### config.mk
export PLATFORM = sky130hd
export DESIGN_NAME = vga_frame_reader
export DESIGN_NICKNAME = d
export VERILOG_FILES = /design/src/rtl/vga_frame_reader.sv
export SDC_FILE = /design/constraint.sdc
export NUM_CORES = 1
export LEC_CHECK = 0
export CORE_ASPECT_RATIO = 0.6
export CORE_MARGIN = 10
export CORE_UTILIZATION = 51
export DETAILED_ROUTE_END_ITERATION = 16
export PLACE_DENSITY = 0.76
export SLEW_MARGIN = 25
export SYNTH_ARGS = -nofsm -noshare
export SYNTH_HDL_FRONTEND = slang
export SYNTH_SLANG_ARGS = --single-unit
export TNS_END_PERCENT = 10
### constraint.sdc
create_clock -name clk_i -period 1.8 [get_ports clk_i]
set_input_delay 0.27 -clock clk_i [delete_from_list [all_inputs] [get_ports clk_i]]
set_output_delay 0.27 -clock clk_i [all_outputs]
set_load 0.05 [all_outputs]
### src/rtl/vga_frame_reader.sv
// VGA timing generator that reads an RGB444 frame buffer and upscales each stored pixel 2x2.
// Define VGA_TEST_PATTERN_EN to add test_pattern_i, which selects eight vertical colour bars.
module vga_frame_reader #(
   parameter int CLK_DIV    = 4,
   parameter int H_ACTIVE   = 640,
   parameter int H_FP       = 16,
   parameter int H_SYNC     = 96,
   parameter int H_BP       = 48,
   parameter int V_ACTIVE   = 480,
   parameter int V_FP       = 10,
   parameter int V_SYNC     = 2,
   parameter int V_BP       = 33,
   parameter int SRC_WIDTH  = 320,
   parameter int SRC_HEIGHT = 240,
   parameter int ADDR_WIDTH = $clog2(SRC_WIDTH * SRC_HEIGHT),
   parameter int DATA_WIDTH = 12
) (
   input  logic                  clk_i,
   input  logic                  reset_i,
`ifdef VGA_TEST_PATTERN_EN
   input  logic                  test_pattern_i,
`endif
   input  logic [DATA_WIDTH-1:0] pixel_data_i,
   output logic [ADDR_WIDTH-1:0] pixel_read_address_o,
   output logic [3:0]            vga_r_o,
   output logic [3:0]            vga_g_o,
   output logic [3:0]            vga_b_o,
   output logic                  hsync_o,
   output logic                  vsync_o,
   output logic                  video_on_o,
   output logic                  frame_start_o
);

   localparam int H_TOTAL = H_ACTIVE + H_FP + H_SYNC + H_BP;
   localparam int V_TOTAL = V_ACTIVE + V_FP + V_SYNC + V_BP;
   localparam int H_W     = $clog2(H_TOTAL);
   localparam int V_W     = $clog2(V_TOTAL);
   localparam int DIV_W   = (CLK_DIV > 1) ? $clog2(CLK_DIV) : 1;

   localparam logic [DIV_W-1:0]      DIV_LAST  = DIV_W'(CLK_DIV - 1);
   localparam logic [H_W-1:0]        H_LAST    = H_W'(H_TOTAL - 1);
   localparam logic [H_W-1:0]        H_VIS     = H_W'(H_ACTIVE);
   localparam logic [H_W-1:0]        HS_FIRST  = H_W'(H_ACTIVE + H_FP);
   localparam logic [H_W-1:0]        HS_LAST   = H_W'(H_ACTIVE + H_FP + H_SYNC - 1);
   localparam logic [V_W-1:0]        V_LAST    = V_W'(V_TOTAL - 1);
   localparam logic [V_W-1:0]        V_VIS     = V_W'(V_ACTIVE);
   localparam logic [V_W-1:0]        VS_FIRST  = V_W'(V_ACTIVE + V_FP);
   localparam logic [V_W-1:0]        VS_LAST   = V_W'(V_ACTIVE + V_FP + V_SYNC - 1);
   localparam logic [ADDR_WIDTH-1:0] LINE_STEP = ADDR_WIDTH'(SRC_WIDTH);

   logic [DIV_W-1:0]      div_q, div_d;
   logic                  tick;
   logic [H_W-1:0]        h_q, h_d;
   logic [V_W-1:0]        v_q, v_d;
   logic [ADDR_WIDTH-1:0] col_q, col_d;
   logic [ADDR_WIDTH-1:0] line_base_q, line_base_d;
   logic [ADDR_WIDTH-1:0] addr_q, addr_d;
   logic                  h_vis, v_vis, vis0, hs0, vs0;
   logic                  vis1_q, vis1_d, hs1_q, hs1_d, vs1_q, vs1_d;
   logic [11:0]           rgb_q, rgb_d;
   logic                  hs2_q, hs2_d, vs2_q, vs2_d, von2_q, von2_d;
   logic                  fs_q, fs_d;
   logic [11:0]           pix_rgb;

`ifdef VGA_TEST_PATTERN_EN
   logic                  tp1_q, tp1_d;
   logic [11:0]           bar1_q, bar1_d;

   // Bar index is h / (H_ACTIVE/8) found by comparison; the colour bits fall out of the index bits.
   function automatic logic [11:0] bar_colour(input logic [H_W-1:0] h);
      logic [2:0] idx;
      idx = 3'd0;
      for (int i = 1; i < 8; i++) begin
         if (h >= H_W'(i * (H_ACTIVE / 8))) idx = 3'(i);
      end
      return {{4{~idx[1]}}, {4{~idx[2]}}, {4{~idx[0]}}};
   endfunction
`endif

   assign tick    = (div_q == DIV_LAST);
   assign h_vis   = (h_q < H_VIS);
   assign v_vis   = (v_q < V_VIS);
   assign vis0    = h_vis && v_vis;
   assign hs0     = !((h_q >= HS_FIRST) && (h_q <= HS_LAST));
   assign vs0     = !((v_q >= VS_FIRST) && (v_q <= VS_LAST));
   assign pix_rgb = pixel_data_i[11:0];

   // Stage 0 counters advance on tick; stage 1 registers address and syncs, stage 2 drives the pins.
   always_comb begin
      div_d       = tick ? '0 : div_q + DIV_W'(1);
      h_d         = h_q;
      v_d         = v_q;
      col_d       = col_q;
      line_base_d = line_base_q;
      addr_d      = addr_q;
      vis1_d      = vis1_q;
      hs1_d       = hs1_q;
      vs1_d       = vs1_q;
      rgb_d       = rgb_q;
      hs2_d       = hs2_q;
      vs2_d       = vs2_q;
      von2_d      = von2_q;
      fs_d        = 1'b0;
`ifdef VGA_TEST_PATTERN_EN
      tp1_d       = tp1_q;
      bar1_d      = bar1_q;
`endif
      if (tick) begin
         if (h_q == H_LAST) begin
            h_d   = '0;
            col_d = '0;
            if (v_q == V_LAST) begin
               v_d         = '0;
               line_base_d = '0;
            end else begin
               v_d = v_q + V_W'(1);
               if (v_vis && v_q[0]) line_base_d = line_base_q + LINE_STEP;
            end
         end else begin
            h_d = h_q + H_W'(1);
            if (h_vis && h_q[0]) col_d = col_q + ADDR_WIDTH'(1);
         end
         addr_d = vis0 ? line_base_q + col_q : '0;
         vis1_d = vis0;
         hs1_d  = hs0;
         vs1_d  = vs0;
`ifdef VGA_TEST_PATTERN_EN
         tp1_d  = test_pattern_i;
         bar1_d = bar_colour(h_q);
         rgb_d  = !vis1_q ? 12'h000 : (tp1_q ? bar1_q : pix_rgb);
`else
         rgb_d  = vis1_q ? pix_rgb : 12'h000;
`endif
         hs2_d  = hs1_q;
         vs2_d  = vs1_q;
         von2_d = vis1_q;
         fs_d   = (h_q == '0) && (v_q == '0);
      end
   end

   always_ff @(posedge clk_i) begin
      if (reset_i) begin
         div_q       <= '0;
         h_q         <= '0;
         v_q         <= '0;
         col_q       <= '0;
         line_base_q <= '0;
         addr_q      <= '0;
         vis1_q      <= 1'b0;
         hs1_q       <= 1'b1;
         vs1_q       <= 1'b1;
         rgb_q       <= '0;
         hs2_q       <= 1'b1;
         vs2_q       <= 1'b1;
         von2_q      <= 1'b0;
         fs_q        <= 1'b0;
`ifdef VGA_TEST_PATTERN_EN
         tp1_q       <= 1'b0;
         bar1_q      <= '0;
`endif
      end else begin
         div_q       <= div_d;
         h_q         <= h_d;
         v_q         <= v_d;
         col_q       <= col_d;
         line_base_q <= line_base_d;
         addr_q      <= addr_d;
         vis1_q      <= vis1_d;
         hs1_q       <= hs1_d;
         vs1_q       <= vs1_d;
         rgb_q       <= rgb_d;
         hs2_q       <= hs2_d;
         vs2_q       <= vs2_d;
         von2_q      <= von2_d;
         fs_q        <= fs_d;
`ifdef VGA_TEST_PATTERN_EN
         tp1_q       <= tp1_d;
         bar1_q      <= bar1_d;
`endif
      end
   end

   assign pixel_read_address_o = addr_q;
   assign vga_r_o              = rgb_q[11:8];
   assign vga_g_o              = rgb_q[7:4];
   assign vga_b_o              = rgb_q[3:0];
   assign hsync_o              = hs2_q;
   assign vsync_o              = vs2_q;
   assign video_on_o           = von2_q;
   assign frame_start_o        = fs_q;

endmodule

==> summary.txt, run 1 <==
Yosys
  • Share of the synthesized area in the top cell type: between 40% and 50%
  • Synthesized area per cell: 9.46 um2
  • Count leader, synth: dfxtp_1
  • Syn_nets: 465
  • Syn Std Cell Area: between 4000 and 5000 um2
  • Post-synth top cells: dfxtp_1, nor2_1, nand2_1
  • Area contributors post-synth: dfxtp_1, xnor2_1, ha_1, nor2_1, a22o_1
  • Fraction of registers with async set/reset: 0%
  • Post-synth cell types: 63
  • Register area share after synthesis: a little over two fifths
  • Register bit total from synthesis: 86
  • Largest area contributor in the netlist: dfxtp_1
  • Top_reg_cell synth: dfxtp_1
  • Post-synth EDFFs: 0
  • Synthesis Warnings: 0
  • Mapped Cells: roughly 430

Critical path
  • Worst reg2reg endpoint: pixel_read_address_o[13]$_SDFFE_PP0P_
  • Setup crit start kind: flip-flop
  • Worst-path cell chain: ha_4, a21o_1, a21o_1, o21a_1, or3_1, a32o_1
  • Critical path's slowest cell: dfxtp_2
  • Max incr delay on CP: around 0.34 ns
  • R2R Path Start: line_base_q[7]$_SDFFE_PP0P_
  • R2R Setup Slk: -0.03 ns
  • CP endpoint: pixel_read_address_o[13]$_SDFFE_PP0P_
  • WS Path Type: flip-flop to flip-flop
  • Worst Path Required: approximately 2.0 ns
  • Critical path startpoint: line_base_q[7]$_SDFFE_PP0P_
  • Critical Path Fanout Max: 3
  • Reg2Reg Depth: 6
  • Crit path top cell by count: a21o_1
  • WP data arrival: 2.06 ns
  • Crit. End Element: flip-flop

Clock network
  • CTS tree: yes
  • Clk sink count: 86
  • Clock transition at path regs: approximately 0.06 ns
  • H-tree Lvls: 3
  • Hold buffers post-CTS: 0
  • Clock insertion delay at the later pin of the skew report: ~0.34 ns
  • Clock buffer depth: 2
  • Clock tree root buffer cell: clkbuf_16
  • Cts bufs inserted: 9

Place
  • DP Worst Slack: -0.143 ns
  • Final HPWL DP: 8130 um
  • Placed cells: 636
  • Gpl congestion: 0.864
  • PortBufs: 46

Floorplan
  • Core area: ~8000 um2
  • Die Span Y: approximately 90 um
  • # rows: 25
  • Width of the chip: roughly 140 um
  • Die area: between 10000 and 15000 um2
  • I/O pin count: between 40 and 50
  • Starting Density: between 50 and 60%

Detailed routing
  • DRT iter0 DRCs: approximately 240
  • Vias: ~3700
  • Wirelength, routed: roughly 11000 um
  • DR vias/cell: between 5 and 6
  • WL per Instance: approximately 17 um
  • Routed Antenna Nets: 0
  • First-pass DRT Iterations: 4
  • # DRC: 0

Status
  • Violated checks: negative setup slack
  • Status: finished, violations left

Pwr
  • Static Leak: between 2 and 2.5 nW
  • Switching portion of total power: a little over a fifth
  • Max IR drop VDD: 618 uV
  • Flop pwr share: between 40% and 50%
  • Switching power total: 0.000872 W
  • Int Power: approximately 0.0032 W
  • Part of the power in the clock network: a little under half
  • PwrDens: between 700 and 800 nW/um2
  • Comb power frac: under 10%

Timing
  • Clock skew: roughly 0.012 ns
  • Count of final max-slew check failures: 0
  • # setup viols final: 3
  • Min setup slack post-route: -0.0340 ns
  • Tightest Pin Transition: 0.765 ns
  • RSZ-0062 raised after global routing: true
  • Fin crit share: 102%
  • Max Freq: between 500 and 600 MHz
  • Worst slew margin: slightly below 50%
  • Fin. Hold Viols: 0
  • Fin crit period: 1.83 ns

Min path
  • Hold path cells: 1
  • Worst min path class: flip-flop to flip-flop

Cells and area
  • Non-Filler Instances: around 660
  • # nets final: roughly 570
  • Area delta synth->final: 39.1%
  • Fraction of layout cells with a size suffix above 1: 29.6%
  • Antenna diode count: 0

Global routing
  • Initial antenna violation count: 0
  • Tot GR Track Use: a little under a fifth
  • Total gr overflow: 0
  • Largest net degree at the start of global routing: 18
  • First-pass GRT wire length: about 18000 um
  • Vias in the first global route: approximately 3600

Flow run
  • Max Cap Violations: 0
==> logic make-up after synthesis <==
group,count (synthesis),synth area share (%)
DFF,86,42.0
buffers and inverters,31,3.35
adders and majority gates,17,5.18
xor gates and xnor gates,42,8.96
muxes,1,0.274
AOI/OAI and AO/OA,97,19.4
and+or+nand+nor,160,20.9
==> metrics by stage <==
step                hold slack [ns]  setup TNS (ns)  util [%]  power, W  area (um2)
detailed placement            0.422          -0.929      66.0   0.00215        5180
floorplan                     0.396         -0.0141         -   0.00205        4160
CTS                           0.435         -0.0793      70.6   0.00404        5550
global route                  0.441          -0.482      72.7   0.00415        5710
finish                        0.422         -0.0519      72.7   0.00403        5710
global placement              0.412          -0.225      66.0   0.00214        5180
==> cell usage in the layout (no fill, tap or decap), types with 3 or more instances in the layout <==
cell / instances
inv_1: 11
nand3_4: 3
a211oi_2: 3
a211oi_1: 5
and3_1: 8
o21a_1: 3
nor3_1: 8
clkbuf_16: 9
dfxtp_2: 11
o21ai_0: 10
a22o_1: 20
a21oi_1: 18
ha_4: 4
a2111oi_4: 9
nand2_1: 29
nor2_2: 5
clkdlybuf4s50_1: 24
nor2_1: 45
a21o_1: 6
nand2b_1: 4
and2_1: 3
xnor2_1: 28
nand4_1: 11
ha_1: 11
dfxtp_1: 74
dlymetal6s2s_1: 5
nand3_1: 16
buf_12: 4
xor2_1: 14
buf_4: 84
or3_1: 4
==> cell type report <==
class | count | area (um2)
multi-input cells | 317 | 2460
fillers | 560 | 2140
flip-flops and latches | 86 | 1740
repair buffers | 118 | 1020
clock buffers | 11 | 253
well taps | 108 | 135
clock inverters | 5 | 57.6
inverters | 11 | 41.3
==> per-layer routing <==
| layer | track usage, % | vias up | part of all wire [%] |
|---|---|---|---|
| met3 | 5.89 | 14 | 6.4 |
| met1 | 24.1 | 1756 | 46 |
| li1 | - | 1786 | - |
| met5 | 0 | - | 0 |
| met4 | 6.13 | 0 | 1.3 |
| met2 | 29.0 | 98 | 46 |
==> repair_timing <==
action	CTS	global route
hold endpoints to repair	0	0
endpoints found under the setup margin	22	43
pin swaps	5	9
buffers inserted	2	2
resized for setup	13	26
==> how the worst min path moves through the flow <==
stage / from / to
finish: div_q[0]$_SDFF_PP0_ / div_q[0]$_SDFF_PP0_
detailed placement: div_q[0]$_SDFF_PP0_ / div_q[0]$_SDFF_PP0_
global placement: div_q[0]$_SDFF_PP0_ / div_q[0]$_SDFF_PP0_
global route: div_q[0]$_SDFF_PP0_ / div_q[0]$_SDFF_PP0_
CTS: div_q[0]$_SDFF_PP0_ / div_q[0]$_SDFF_PP0_
floorplan: pixel_data_i[0] / rgb_q[0]$_SDFFE_PP0P_
==> power groups by stage <==
stage,Clock (W),Combinational [W],Sequential [W]
6_report,0.00191,0.000192,0.00192
5_1_grt,0.00202,0.000207,0.00192
4_1_cts,0.00193,0.000190,0.00192
3_5_place_dp,0,0.000182,0.00197
3_3_place_gp,0,0.000178,0.00197
2_1_floorplan,0,0.0000663,0.00199
==> flip-flops by register name, summed over array words and instances, names as in the netlist, 2 cells and up <==
name	flops
h_q	10
div_q	2
rgb_q	12
pixel_read_address_o	17
col_q	17
v_q	10
line_base_q	11
==> critical path: cells and delay by family, from the launching register on <==
family	cells	cell delay, ns
AOI/OAI and AO/OA	4	0.85
DFF	1	0.34
and+or+nand+nor	1	0.31
adders and majority gates	1	0.24
(Power assumes the default switching activity.)
==> run 2: changes to the inputs <==
Settings changed: CORE_MARGIN 10 to not set.
==> summary.txt, run 2 (same netlist as run 1, synthesis figures left out) <==
Global routing
  • Vias in the first global route: 3413 (-5.1%)
  • Initial antenna violation count: 0 (unchanged)
  • Tot GR Track Use: 26.4% (+7.7 points)
  • Total gr overflow: 0 (unchanged)
  • First-pass GRT wire length: 17200 um (-5.1%)
  • Largest net degree at the start of global routing: 25 (+7)

Critical path
  • Worst Path Required: 2.04 ns (about the same)
  • Critical Path Fanout Max: 7 (+4)
  • Setup crit start kind: flip-flop
  • Critical path's slowest cell: a2111oi_4
  • Crit. End Element: flip-flop
  • WS Path Type: flip-flop to flip-flop
  • Worst-path cell chain: ha_4, and4_4, nand3_4, buf_12, clkbuf_4, a2111oi_4, xnor2_1, nor2_2
  • Max incr delay on CP: 0.36 ns (+0.02 ns)
  • WP data arrival: 2.11 ns (+0.05 ns)

Detailed routing
  • DRT iter0 DRCs: 275 (+17%)
  • Routed Antenna Nets: 0 (unchanged)
  • DR vias/cell: 5.64 (+1.2%)
  • WL per Instance: 17.3 um (+0.24%)
  • Vias: 3671 (+0.47%)
  • # DRC: 0 (unchanged)
  • Wirelength, routed: 11300 um (-0.52%)
  • First-pass DRT Iterations: 4 (unchanged)

Floorplan
  • Die area: 8420 um2 (-31%)
  • # rows: 24 (-4.0%)
  • Width of the chip: 118 um (-13%)
  • Core area: 7510 um2 (-4.4%)
  • Starting Density: 54.7% (+2.4 points)
  • Die Span Y: 71.5 um (-20%)
  • I/O pin count: 47 (unchanged)

Clock network
  • Clk sink count: 86 (unchanged)
  • Clock insertion delay at the later pin of the skew report: 0.35 ns (about the same)
  • Cts bufs inserted: 9 (unchanged)
  • H-tree Lvls: 3 (unchanged)
  • CTS tree: yes
  • Clock tree root buffer cell: clkbuf_16
  • Clock buffer depth: 2 (unchanged)
  • Hold buffers post-CTS: 0 (unchanged)
  • Clock transition at path regs: 0.06 ns (about the same)

Timing
  • Min setup slack post-route: -0.0688 ns (-0.0348 ns)
  • Count of final max-slew check failures: 0 (unchanged)
  • Setup tns final: -0.172 ns (-0.120 ns)
  • Fin crit share: 104% (+1.9 points)
  • # setup viols final: 8 (+5)
  • Max Freq: 535 MHz (-1.9%)
  • Worst hold slack: 0.435 ns (+0.0125 ns)
  • Fin crit period: 1.87 ns (+0.0348 ns)
  • Clock skew: 0.00750 ns (-0.00411 ns)
  • RSZ-0062 raised after global routing: true
  • Worst slew margin: 58.0% (+9.1 points)
  • Tightest Pin Transition: 0.629 ns (-0.136 ns)
  • Fin. Hold Viols: 0 (unchanged)

Pwr
  • Static Leak: 2.36 nW (+3.3%)
  • PwrDens: 691 nW/um2 (-2.0%)
  • Max IR drop VDD: 529 uV (-14%)

Flow run
  • Max Cap Violations: 0 (unchanged)

Cells and area
  • Area delta synth->final: 40.5%
  • # nets final: 573 (-0.17%)
  • Fraction of layout cells with a size suffix above 1: 28.5% (-1.0 points)
  • Antenna diode count: 0 (unchanged)
  • Design area: 5770 um2 (+0.96%)
  • Layout Utilization: 76.8% (+4.1 points)
  • Fill count: 501 (-11%)
  • Commonest non-fill, non-tap cells in the layout: dfxtp_1, buf_4, nor2_1, clkdlybuf4s50_1, nand2_1

Place
  • Final HPWL DP: 7800 um (-4.1%)
  • PortBufs: 46 (unchanged)
  • DP Area: 5160 um2 (-0.39%)
  • Gpl congestion: 0.828 (-4.1%)

Status
  • Status: finished, violations left
  • Violated checks: negative setup slack

Min path
  • Worst min path class: flip-flop to flip-flop
## run 2: changes by cell type in the layout (fill, tap and decap cells not counted), moves of 3 or more
cell	previous run	this run
buf_4	84	68
ha_4	4	7
a2111oi_2	1	4
clkdlybuf4s50_1	24	31
dfxtp_2	11	16
a2111oi_4	9	6
dlymetal6s2s_1	5	10
dfxtp_1	74	68
## run 2: what timing repair did
action / 4_1_cts / 5_1_grt
pin swaps: 0 / 22
endpoints found under the setup margin: 29 / 52
cloned: 0 / 1
buffers inserted: 0 / 7
gates resized for setup: 10 / 46
## run 2: metal layers
| metal | GRT usage [%] | wire length [um] |
|---|---|---|
| met4 | 10.5 | 164 |
| met5 | 0 | 0 |
| met2 | 38.9 | 5160 |
| met3 | 6.29 | 574 |
| met1 | 37.4 | 5390 |
## run 2: layout make-up
| cell class | count | area (um2) | area share [%] |
|---|---|---|---|
| multi-input combinational | 317 | 2480 | 43.0 |
| timing repair buffer | 117 | 1070 | 18.5 |
| clock buffer | 9 | 225 | 3.91 |
| sequential | 86 | 1750 | 30.3 |
| clock inverter | 7 | 72.6 | 1.26 |
| inverter | 11 | 41.3 | 0.716 |
| tap | 104 | 130 | 2.26 |
## run 2: worst paths after layout
kind                                     startpoint                endpoint  slack (ns)  cells after the start
worst max-delay path            div_q[0]$_SDFF_PP0_  col_q[12]$_SDFFE_PP0P_       -0.07                      8
worst min-delay path            div_q[0]$_SDFF_PP0_     div_q[0]$_SDFF_PP0_        0.43                      1
worst max register to register  div_q[0]$_SDFF_PP0_  col_q[12]$_SDFFE_PP0P_       -0.07                      8
worst min register to register  div_q[0]$_SDFF_PP0_     div_q[0]$_SDFF_PP0_        0.43                      1
## run 2: power breakdown
| part | total (W) | switching [W] | internal [W] |
|---|---|---|---|
| clock network | 0.00186 | 0.000785 | 0.00108 |
| registers | 0.00193 | 0.0000105 | 0.00192 |
| logic | 0.000194 | 0.000105 | 0.0000894 |
| total | 0.00398 | 0.000900 | 0.00308 |
## run 2: stage by stage
stage	power, W	std cells	worst slack (ns)
6_report	0.00398	651	-0.0688
4_1_cts	0.00400	643	-0.0563
5_1_grt	0.00411	651	-0.148
3_5_place_dp	0.00215	627	-0.108
3_3_place_gp	0.00214	627	-0.0537
2_1_floorplan	0.00205	434	-0.0141
## run 2: critical path: cells and delay by family (launching register included)
kind | cells | cell delay [ns]
xor gates and xnor gates | 1 | 0.18
and+or+nand+nor | 3 | 0.39
buffers and inverters | 2 | 0.34
DFF | 1 | 0.35
adders and majority gates | 1 | 0.14
AOI/OAI and AO/OA | 1 | 0.36
==> run 3: changes to the inputs <==
Settings changed: REMOVE_ABC_BUFFERS set to 1.
==> summary.txt, run 3 (same netlist as run 1, synthesis figures left out) <==
Global routing
  • First-pass GRT wire length: 17600 um (+2.5%)
  • Tot GR Track Use: 26.9% (+0.48 points)
  • Initial antenna violation count: 0 (unchanged)
  • Vias in the first global route: 3576 (+4.8%)
  • Total gr overflow: 0 (unchanged)
  • Largest net degree at the start of global routing: 25 (unchanged)

Critical path
  • Worst reg2reg endpoint: col_q[13]$_SDFFE_PP0P_
  • Setup crit start kind: flip-flop
  • WP data arrival: 2.08 ns (-0.03 ns)
  • R2R Setup Slk: -0.05 ns (+0.02 ns)
  • Crit. End Element: flip-flop
  • Reg2Reg Depth: 6 (-2)
  • Critical Path Fanout Max: 5 (-2)
  • WS Path Type: flip-flop to flip-flop
  • R2R Path Start: col_q[6]$_SDFFE_PP0P_
  • Worst Path Required: 2.04 ns (about the same)

Pwr
  • Max IR drop VDD: 517 uV (-2.2%)
  • PwrDens: 749 nW/um2 (+8.4%)
  • Static Leak: 2.32 nW (-1.5%)

Timing
  • Fin crit period: 1.85 ns (-0.0236 ns)
  • Worst slew margin: 50.9% (-7.1 points)
  • Max Freq: 542 MHz (+1.3%)
  • # setup viols final: 4 (-4)
  • Setup tns final: -0.138 ns (+0.0338 ns)
  • Min setup slack post-route: -0.0452 ns (+0.0236 ns)
  • Worst hold slack: 0.456 ns (+0.0210 ns)
  • Clock skew: 0.00598 ns (-0.00152 ns)
  • Fin. Hold Viols: 0 (unchanged)
  • Fin crit share: 103% (-1.3 points)
  • Tightest Pin Transition: 0.736 ns (+0.107 ns)
  • RSZ-0062 raised after global routing: true
  • Count of final max-slew check failures: 0 (unchanged)

Clock network
  • Clock transition at path regs: 0.06 ns (about the same)
  • H-tree Lvls: 3 (unchanged)
  • CTS tree: yes
  • Clock tree root buffer cell: clkbuf_16
  • Hold buffers post-CTS: 0 (unchanged)
  • Clock insertion delay at the later pin of the skew report: 0.35 ns (about the same)
  • Cts bufs inserted: 9 (unchanged)
  • Clk sink count: 86 (unchanged)
  • Clock buffer depth: 2 (unchanged)

Cells and area
  • Non-Filler Instances: 653 (+0.31%)
  • Layout Utilization: 78.8% (+2.0 points)
  • # nets final: 575 (+0.35%)
  • Leading cell type in the layout, fill and taps excluded: buf_4
  • Fill count: 448 (-11%)
  • Commonest non-fill, non-tap cells in the layout: buf_4, dfxtp_1, nor2_1, clkdlybuf4s50_1, nand2_1
  • Area delta synth->final: 44.1%
  • Design area: 5920 um2 (+2.6%)
  • Antenna diode count: 0 (unchanged)
  • Fraction of layout cells with a size suffix above 1: 29.9% (+1.4 points)

Floorplan
  • I/O pin count: 47 (unchanged)
  • Die area: 8420 um2 (unchanged)
  • Starting Density: 54.7% (unchanged)
  • # rows: 24 (unchanged)
  • Die Span Y: 71.5 um (unchanged)
  • Core area: 7510 um2 (unchanged)
  • Width of the chip: 118 um (unchanged)

Flow run
  • Max Cap Violations: 0 (unchanged)

Detailed routing
  • DR vias/cell: 5.87 (+4.1%)
  • WL per Instance: 18.4 um (+6.4%)
  • Routed Antenna Nets: 0 (unchanged)
  • # DRC: 0 (unchanged)
  • Vias: 3834 (+4.4%)
  • DRT iter0 DRCs: 361 (+31%)
  • Wirelength, routed: 12000 um (+6.8%)
  • First-pass DRT Iterations: 5 (+1)

Status
  • Status: finished, violations left
  • Violated checks: negative setup slack

Min path
  • Worst min path class: flip-flop to flip-flop
  • Hold path cells: 2 (+1)
  • End of the worst hold path: pixel_read_address_o[10]$_SDFFE_PP0P_
  • HP Start: pixel_read_address_o[10]$_SDFFE_PP0P_

Place
  • Gpl congestion: 0.881 (+6.4%)
  • Final HPWL DP: 7710 um (-1.1%)
  • PortBufs: 46 (unchanged)
  • Placed cells: 631 (+0.64%)
  • DP Area: 5130 um2 (-0.63%)
==> run 3: final cells by class <==
class	instances	area, um2	share of cell area, %
clock buffer	10	239	4.04
clock inverter	6	133	2.24
inverter	11	41.3	0.698
multi-input combinational	317	2550	43.1
sequential	86	1740	29.4
tap	104	130	2.20
timing repair buffer	119	1080	18.3
==> run 3: critical path: stages (launching register included) <==
cell and delay (ns):
dfxtp_2 0.35, buf_4 0.15, nand4_1 0.21, or3_4 0.49
a2111oi_4 0.31, xnor2_1 0.18, nor2_2 0.04
==> run 3: what timing repair did <==
| action | 4_1_cts | 5_1_grt |
|---|---|---|
| cloned | 0 | 2 |
| pin swaps | 7 | 22 |
| resized for setup | 21 | 45 |
| setup endpoints to repair | 32 | 40 |
| setup buffers | 2 | 2 |
==> run 3: worst max path at each step <==
stage,start,to,slack [ns]
2_1_floorplan,div_q[0]$_SDFF_PP0_,col_q[10]$_SDFFE_PP0P_,-0.63
4_1_cts,col_q[11]$_SDFFE_PP0P_,pixel_read_address_o[13]$_SDFFE_PP0P_,-0.02
3_5_place_dp,h_q[1]$_SDFFE_PP0P_,line_base_q[12]$_SDFFE_PP0P_,-0.16
3_3_place_gp,reset_i,pixel_read_address_o[16]$_SDFFE_PP0P_,-0.10
6_report,col_q[6]$_SDFFE_PP0P_,col_q[13]$_SDFFE_PP0P_,-0.05
5_1_grt,v_q[4]$_SDFFE_PP0P_,line_base_q[9]$_SDFFE_PP0P_,-0.11
==> run 3: stage by stage <==
| step | total power [W] | setup WS, ns |
|---|---|---|
| 2_1_floorplan | 0.00204 | -0.626 |
| 3_3_place_gp | 0.00214 | -0.101 |
| 3_5_place_dp | 0.00214 | -0.159 |
| 4_1_cts | 0.00442 | -0.0232 |
| 5_1_grt | 0.00452 | -0.111 |
| 6_report | 0.00443 | -0.0452 |
==> run 3: where the power goes <==
part           switching [W]  internal, W  total [W]
registers          0.0000108      0.00192    0.00193
logic               0.000108    0.0000880   0.000196
clock network       0.000775      0.00153    0.00231
total               0.000893      0.00354    0.00443
==> run 3: per-layer routing <==
layer	global-route usage [%]	up-vias	wire, um
li1	-	1784	-
met1	37.2	1842	5420
met2	40.3	183	5470
met3	7.56	25	889
met4	9.40	0	265
met5	0	-	0
==> RTL edit, RTL diff (flow settings as in run 1) <==
The parameter `SRC_WIDTH` goes from 320 to 640.
--- a/src/rtl/vga_frame_reader.sv
+++ b/src/rtl/vga_frame_reader.sv
@@ -10,7 +10,7 @@
    parameter int V_FP       = 10,
    parameter int V_SYNC     = 2,
    parameter int V_BP       = 33,
-   parameter int SRC_WIDTH  = 320,
+   parameter int SRC_WIDTH  = 640,
    parameter int SRC_HEIGHT = 240,
    parameter int ADDR_WIDTH = $clog2(SRC_WIDTH * SRC_HEIGHT),
    parameter int DATA_WIDTH = 12
Interface: changed (resized pixel_read_address_o); port bits go from 47 to 48. No check against the original RTL was run, so the function may have changed too.
==> RTL edit against run 1 <==
The flow still finishes with violations (negative setup slack). Global-route usage increased by 0.27 points. Area after synthesis decreased by 1.9%. Worst setup slack worse by 0.37 ns. Power up 1.5%. Sequential cell count grew 2. Cell area rose by 4.4%. Routed wire length up 18%. Largest power group unchanged.
==> RTL edit: results (changes against run 1) <==
run status = finished with violations (unchanged)
violations in the final reports = negative setup slack (unchanged)
global-route wire length before repair = 18.1 mm (about the same)
fin util = 79.7% (was 72.7%)
met1 wire length = 5.57 mm (was 5.27 mm)
category of cells accounting for the largest share of critical-path delay = simple AND/OR/NAND/NOR gates (was compound AO/OA/AOI/OAI gates)
worst slack on hold paths = 0.428 ns (was 0.422 ns)
net count of the finished layout = 592 (was 574)
IR Drop Worst-Case VDD = 0.729 mV (was 0.618 mV)
number of filler instances in the final layout = 432 (was 560)
clk cell area share = 5.08% (was 5.43%)
multiplexer area fraction after synthesis = 0.808% (was 0.274%)
instance area at placement = 5230 um^2 (was 5180 um^2)
Crit Reg-Reg Startpoint = h_q[7]$_SDFFE_PP0P_ (was line_base_q[7]$_SDFFE_PP0P_)
share of synthesized cell area in full adder, half adder and majority cells = 5.28% (was 5.18%)
sequential cell area in the final layout = 1780 um^2 (was 1740 um^2)
global-route met3 utilization = 4.52% (was 5.89%)
number of different library cells in the post-synthesis netlist = 50 (was 63)
Max-slew headroom = 54.7% (was 49.0%)
total wirelength of the detailed-routed design = 13.4 mm (was 11.3 mm)
pre-CTS setup slack = -0.327 ns (was -0.143 ns)
Vias/cell = 5.96 (was 5.57)
CP Max Fanout = 10 (was 3)
layout cell share with drive strength beyond 1 = 31.3% (was 29.6%)
clock tree buffer count of the final layout = 9 (was 11)
Max stage delay on crit path = 0.49 ns (was 0.34 ns)
final std cells w/o fill = 670 (was 656)
total number of sequential cells = 88 (was 86)
Syn Nets = 469 (was 465)
signal buffers share of area = 19.9% (was 17.9%)
Routed met3 length = 1.09 mm (was 730 um)
fin worst setup slack = -0.401 ns (was -0.0340 ns)
number of global-route vias before repair = 3647 (was 3596)
leakage power of the design = 0.00259 uW (was 0.00228 uW)
final-report setup violation count = 45 (was 3)
pin count of the biggest net entering global routing = 32 (was 18)
total placed cells including tap cells = 649 (was 636)
number of optimization iterations in the first detailed-route pass = 5 (was 4)
Multi-In Gates = 314 (was 317)
placer's final routability congestion estimate = 0.881 (was 0.864)
Tot GR Track Use = 18.9% (was 18.7%)
aggregate negative setup slack = -9.58 ns (was -0.0519 ns)
wire length on met2 = 6.36 mm (was 5.19 mm)
last element of the critical path = col_q[9]$_SDFFE_PP0P_ (was pixel_read_address_o[13]$_SDFFE_PP0P_)
share of the final layout cell area in multi-input gates = 42.1% (was 43.1%)
number of violations reported at the end of detailed-routing iteration 0 = 293 (was 236)
count of port buffers added during placement = 47 (was 46)
data arrival time of the critical path = 2.44 ns (was 2.06 ns)
Seq/Total Area, Yosys = 43.8% (was 42.0%)
==> RTL edit: cell types whose count changed after synthesis, sizes merged, moves of 5 or more <==
| cell | delta |
|---|---|
| nor3 | +5 |
| buf | -5 |
| xnor2 | +7 |
| a21oi | -9 |
| a2111oi | -8 |
| nor4 | +11 |
| clkbuf | +7 |
| nor2 | +6 |
==> RTL edit: report_power, final <==
group / switching, uW / internal [uW] / total [uW]
Sequential: 10.2 / 1960 / 1970
Clock: 837 / 1090 / 1920
Combinational: 105 / 86.4 / 192
Total: 952 / 3140 / 4090
==> RTL edit: cells by family after synthesis <==
kind of cell	count (synthesis)
flip-flops	88
multiplexers	3
adder cells (fa/ha/maj)	17
XOR/XNOR	46
AO/OA/AOI/OAI	77
AND/OR/NAND/NOR	170
buffers and inverters	37
==> RTL edit: timing repair <==
action	in CTS	in global routing
gates cloned	0	1
endpoints found under the setup margin	46	64
gates resized for setup	28	53
hold buffers	0	0
setup buffers	3	1
pin swaps	0	9
